File: src/rtl/nbled_monitor.sv
// nbled_monitor: locks onto the 37-step flowing-light LED sequence and checks every strobed sample
// against the predicted next pattern, counting mismatches and completed cycles.
module nbled_monitor #(
    parameter int ERR_W = 8,
    parameter int CNT_W = 16
) (
    input  logic             clk,
    input  logic             rst,
    input  logic [11:0]      led_in,
    input  logic             led_vld,
    output logic [2:0]       phase,
    output logic             locked,
    output logic             err,
    output logic [ERR_W-1:0] err_cnt,
    output logic [CNT_W-1:0] seq_cnt,
    output logic [11:0]      expected
);
    typedef enum logic {HUNT, LOCK} state_t;
    state_t      state, state_nx;
    logic [2:0]  exp_ph, exp_ph_nx, ph_nx, succ_ph;
    logic [11:0] exp_nx, succ;
    logic        err_nx, inc_err, inc_seq;
    logic [5:0]  h, l;
    assign h = expected[11:6];
    assign l = expected[5:0];
    assign locked = (state == LOCK);
    // successor of the pattern currently predicted; exp_ph is that pattern's phase
    always_comb begin
        succ    = 12'h000;
        succ_ph = exp_ph;
        if (expected == 12'h000) begin
            succ    = 12'h001;
            succ_ph = 3'd1;
        end else if (expected == 12'hFFF) begin
            succ_ph = (exp_ph == 3'd4) ? 3'd0 : exp_ph + 3'd1;
            succ    = (exp_ph == 3'd1) ? 12'h800 :
                      (exp_ph == 3'd2) ? 12'h801 :
                      (exp_ph == 3'd3) ? 12'h060 : 12'h000;
        end else begin
            succ = (exp_ph == 3'd1) ? {expected[10:0], 1'b1} :
                   (exp_ph == 3'd2) ? {1'b1, expected[11:1]} :
                   (exp_ph == 3'd3) ? {1'b1, h[5:1], l[4:0], 1'b1} :
                                      {h[4:0], 1'b1, 1'b1, l[5:1]};
        end
    end
    always_comb begin
        state_nx  = state;
        ph_nx     = phase;
        exp_nx    = expected;
        exp_ph_nx = exp_ph;
        err_nx    = 1'b0;
        inc_err   = 1'b0;
        inc_seq   = 1'b0;
        if (led_vld) begin
            if (state == HUNT) begin
                if (led_in == 12'h000) begin
                    state_nx  = LOCK;
                    ph_nx     = 3'd0;
                    exp_nx    = 12'h001;
                    exp_ph_nx = 3'd1;
                end
            end else if (led_in == expected) begin
                ph_nx     = exp_ph;
                exp_nx    = succ;
                exp_ph_nx = succ_ph;
                inc_seq   = (exp_ph == 3'd0);
            end else begin
                err_nx  = 1'b1;
                inc_err = 1'b1;
                if (led_in == 12'h000) begin
                    ph_nx     = 3'd0;
                    exp_nx    = 12'h001;
                    exp_ph_nx = 3'd1;
                end else begin
                    state_nx  = HUNT;
                    exp_nx    = 12'h000;
                    exp_ph_nx = 3'd0;
                end
            end
        end
    end
    always_ff @(posedge clk) begin
        if (rst) begin
            state    <= HUNT;
            phase    <= 3'd0;
            exp_ph   <= 3'd0;
            expected <= 12'h000;
            err      <= 1'b0;
            err_cnt  <= '0;
            seq_cnt  <= '0;
        end else begin
            state    <= state_nx;
            phase    <= ph_nx;
            exp_ph   <= exp_ph_nx;
            expected <= exp_nx;
            err      <= err_nx;
            if (inc_err && !(&err_cnt)) err_cnt <= err_cnt + 1'b1;
            if (inc_seq) seq_cnt <= seq_cnt + 1'b1;
        end
    end
endmodule

File: config.mk
export PLATFORM = sky130hd
export DESIGN_NAME = nbled_monitor
export DESIGN_NICKNAME = d
export VERILOG_FILES = /design/src/rtl/nbled_monitor.sv
export SDC_FILE = /design/constraint.sdc
export NUM_CORES = 1
export LEC_CHECK = 0
export CORE_ASPECT_RATIO = 0.7
export CORE_UTILIZATION = 45
export CTS_BUF_LIST = sky130_fd_sc_hd__clkbuf_4 sky130_fd_sc_hd__clkbuf_8 sky130_fd_sc_hd__clkbuf_16
export DETAILED_ROUTE_END_ITERATION = 6
export GPL_ROUTABILITY_DRIVEN = 0
export HOLD_SLACK_MARGIN = 0.12
export PLACE_DENSITY = 0.84
export SYNTH_ARGS = -nofsm -noshare
export SYNTH_HDL_FRONTEND = slang
export SYNTH_SLANG_ARGS = --single-unit
File: constraint.sdc
create_clock -name clk -period 3.5 [get_ports clk]
set_input_delay 0.7 -clock clk [delete_from_list [all_inputs] [get_ports clk]]
set_output_delay 0.7 -clock clk [all_outputs]
set_load 0.005 [all_outputs]
* Yosys cells after proc, flatten, opt, wreduce, memory -nomap -nowiden
Index checks and enable logic that the tools add are counted.
** Word-level totals
- Word-level logic and storage cells :: 57
- Register bits :: 44
** Cells by class
- Muxes and demuxes :: 31
- Reduce and logical (&&, ||, !) cells :: 9
- Equality and inequality tests :: 7
- Add/subtract/negate cells :: 3
** Operators with widths (count)
- 12-bit two-way mux :: 10
- 3-bit two-way mux :: 9
- 12-bit zero test :: 2
- 16-bit by 1-bit adder with 16-bit output, second input constant :: 1
- 12-bit == test :: 1
- 12-bit == test, second input constant :: 1
- 1-bit two-way mux :: 11
- 8-bit by 1-bit adder with 8-bit output, second input constant :: 1
- 8-bit AND reduction :: 1
- 7-bit two-way mux :: 1
- 3-bit by 2-bit == test with 1-bit output, second input constant :: 2
- 4-bit != test, second input constant :: 1
- 3-bit by 1-bit adder with 3-bit output, second input constant :: 1
- 3-bit by 1-bit == test with 1-bit output, second input constant :: 1
- 3-bit == test, second input constant :: 1
- 3-bit zero test :: 1
- 3-bit AND reduction :: 1
- 2-bit AND reduction :: 1
- 2-bit nonzero test :: 1
- 1-bit logical AND :: 1
- 1-bit zero test :: 1

* Logic depth before layout (Yosys ltp)
- Depth in word-level cells :: 8
- Mapped depth :: 8
- Gate-level depth less buffers :: 7

* Worst setup path after synthesis
No wires, ideal clock.
- Path type :: input to register
- Start :: in led_in[8]
- End :: reg seq_cnt[10]
- Path buffers :: 2
- Data required time :: 3368 ps
- Stages :: 7
- Path slack :: 1208 ps
- Arrival time :: 2160 ps
- Cell sequence :: xnor2_1 nand4_2 or3_1 buf_2 buf_2 o41ai_1 a21oi_1
** On the way
- Cells in the longest elaborated chain, start to end :: 4
** RTL lines
- from (decl) :: RTL line 9 : input logic [11:0] led_in,
- 12-bit == test :: RTL line 62 : end else if (led_in == expected) begin
- 1-bit two-way mux :: RTL line 62
- 1-bit two-way mux :: RTL line 55 : if (state == HUNT) begin
- 1-bit two-way mux :: RTL line 54 : if (led_vld) begin
- to (signal assigned) :: RTL line 98 : if (inc_seq) seq_cnt <= seq_cnt + 1'b1;
- to (decl) :: RTL line 15 : output logic [CNT_W-1:0] seq_cnt,
Every way passes these cells.
A chain may end at the register's enable or synchronous reset.

* Worst setup path in the final report
- Start :: in led_in[0]
- End :: reg exp_ph[1]
** On the way
- Cells in the longest elaborated chain, start to end :: 3
- Elaborated cells on any way between the ends :: 7
** RTL lines
- 12-bit == test or 12-bit zero test (tied branches) :: RTL line 62, 56
- 4-bit != test (no source line) (tied with other cells)
- 3-bit AND reduction (no source line) or 3-bit two-way mux (tied branches)
- to (signal assigned) :: RTL line 94 : exp_ph <= exp_ph_nx;
- to (decl) :: RTL line 20 : logic [2:0] exp_ph, exp_ph_nx, ph_nx, succ_ph;
Several ways; a longest one is shown, not always the timed one.

==> flow_summary.json <==
{
  "status": "finished, final reports clean",
  "synth_area_leaders": "dfxtp_1, a21oi_1, ha_1, xnor2_1, nor2_1",
  "layout_common_cells": "clkdlybuf4s50_1, dfxtp_1, a21oi_1",
  "cap_violations": 0,
  "path_max_fanout": 16,
  "yosys_most_used_dff": "dfxtp_1",
  "track_usage": 0.240,
  "finalHoldViolCount": 0,
  "finalMaxSlewViolations": 0,
  "fmax_mhz": 355,
  "end_kind": "flop",
  "vias": 2575,
  "port_buffers": 55,
  "synth-edff-count": 0,
  "grt_pass1_vias": 2370,
  "hold_class": "reg -> reg",
  "post_cts_resize_count": 0,
  "h-tree-depth": 2,
  "critical_path_class": "in -> reg",
  "grt-ovfl-total": 0,
  "diodes": 0,
  "ys_warn_count": 0,
  "syn_to_final_growth_pct": 27.8,
  "syn_area_um2": 2590,
  "initial_core_util": 0.480,
  "core_um2": 5400,
  "final_common_cell": "clkdlybuf4s50_1",
  "fin_setup_tns_ps": 0,
  "drc": 0,
  "yosysSeqAreaShare": 0.340,
  "fin_util": 0.613,
  "synth_seq_cells": 44,
  "grt_max_degree": 25,
  "startpoint_type": "input port",
  "arrival_ps": 3060,
  "rsz0062_at_grt": "no",
  "root_buffer": "clkbuf_8",
  "async_flop_share": 0,
  "cts_hold_buf": 0,
  "drt_wl_total_um": 6970,
  "clkSinkCount": 44,
  "worst_slew_pin_slew_ps": 611,
  "grt_pass1_wl_um": 11600,
  "drt-initial-drc-count": 211,
  "insertion_delay_ps": 310,
  "first_pass_iters": 6,
  "die-width_um": 92.6,
  "drtAntennaViolNets": 0,
  "cts_setup_buffers": 0,
  "irDropWorstVdd_mv": 0.201,
  "netlist-cell-type-count": 52,
  "fin_crit_ps": 2820,
  "skew_ps": 10.2,
  "antenna_found_initial": 0,
  "tritoncts": "yes",
  "required_ps": 3740,
  "die_area_um2": 6060,
  "synth_area_per_cell_um2": 8.77,
  "timing.hold.ws_ps": 490,
  "syn_inst": 295,
  "clk_pin_slew_worst_paths_ps": 80,
  "die_h_um": 65.4,
  "detail_route.wl_per_cell_um": 16.4,
  "num_rows": 22,
  "yosys.area.top_type_share": 0.340,
  "p_per_area_nw_per_um2": 269,
  "yosysTopAreaCell": "dfxtp_1",
  "dp_hpwl_um": 4910,
  "relSlewSlack": 0.591,
  "leakagePower_nw": 1.15,
  "period_share": 0.804,
  "via_per_inst": 6.06,
  "io_pins": 56,
  "setup_violations": 0,
  "cts_buffers": 5,
  "syn-num-nets": 318,
  "fin_nets": 375,
  "clockBufferDepth": 2,
  "layout-drive-gt1-share": 0.0963
}
[where the power goes]
part	leakage, nW	internal [mW]	switching, mW
sequential	0.354	0.500	0.0000168
combinational	0.743	0.0239	0.0247
clock	0.0510	0.158	0.182
total	1.15	0.682	0.206
[Yosys cell counts (all sizes together), types with 7 or more instances]
library cell and instances:
a21oi 25, clkbuf 7, nor4 14, o2bb2ai 9, nor2 22, dfxtp 44
ha 8, xnor2 13, nand2 19, and3 8, o21a 7, nand4 13
inv 11, mux2i 8, nand3 10, nor3 8
[routing by layer]
metal / GRT usage / vias up / routed length (um)
met5: 0 / - / 0
li1: - / 1237 / -
met4: 0.0365 / 0 / 17
met1: 0.340 / 1225 / 3330
met2: 0.375 / 109 / 3060
met3: 0.0613 / 4 / 553
[registers in the layout, summed over array words and instances, names as in the netlist]
| register | cells |
|---|---|
| expected | 12 |
| err | 1 |
| err_cnt | 8 |
| locked | 1 |
| phase | 3 |
| seq_cnt | 16 |
| exp_ph | 3 |
[cell type report]
class | instances | area, um^2
Multi-Input combinational cell | 227 | 1590
Sequential cell | 44 | 881
Clock inverter | 2 | 10.0
Timing Repair Buffer | 63 | 611
Fill cell | 472 | 2090
Tap cell | 72 | 90.1
Inverter | 11 | 41.3
Clock buffer | 6 | 82.6
[critical path, stage by stage]
cell             delay [ps]
clkdlybuf4s50_1         520
xnor2_1                 140
nand4_1                 300
or3_1                   650
nor3_1                  500
a32o_1                  250
[cells by family (layout without fill, tap and decap cells)]
family,count (synthesis),in the layout,synth area share
AO/OA/AOI/OAI,81,81,0.231
XOR/XNOR,13,13,0.0527
adder cells (fa/ha/maj),8,8,0.0387
buffers and inverters,24,82,0.0450
flip-flops,44,44,0.340
multiplexers,10,10,0.0397
AND/OR/NAND/NOR,115,115,0.252
[per-stage QoR]
stage | worst slack [ps] | instance area (um^2) | power (mW) | std cells
after floorplan | 1210 | 2590 | 0.534 | 295
after global placement | 510 | 3210 | 0.559 | 417
after detailed placement | 453 | 3210 | 0.560 | 417
after CTS | 709 | 3310 | 0.889 | 425
after global routing | 565 | 3310 | 0.925 | 425
final | 685 | 3310 | 0.888 | 425
[worst paths after layout]
kind	startpoint	end	slack, ps	depth (start not counted)
max	led_in[0]	exp_ph[1]$_SDFFE_PP0P_	680	6
min	phase[1]$_SDFFE_PP0P_	phase[1]$_SDFFE_PP0P_	490	1
min reg2reg	phase[1]$_SDFFE_PP0P_	phase[1]$_SDFFE_PP0P_	490	1
max reg2reg	expected[6]$_SDFFE_PP0P_	exp_ph[1]$_SDFFE_PP0P_	1040	5
Note: power is estimated with default switching activity, not from simulation.
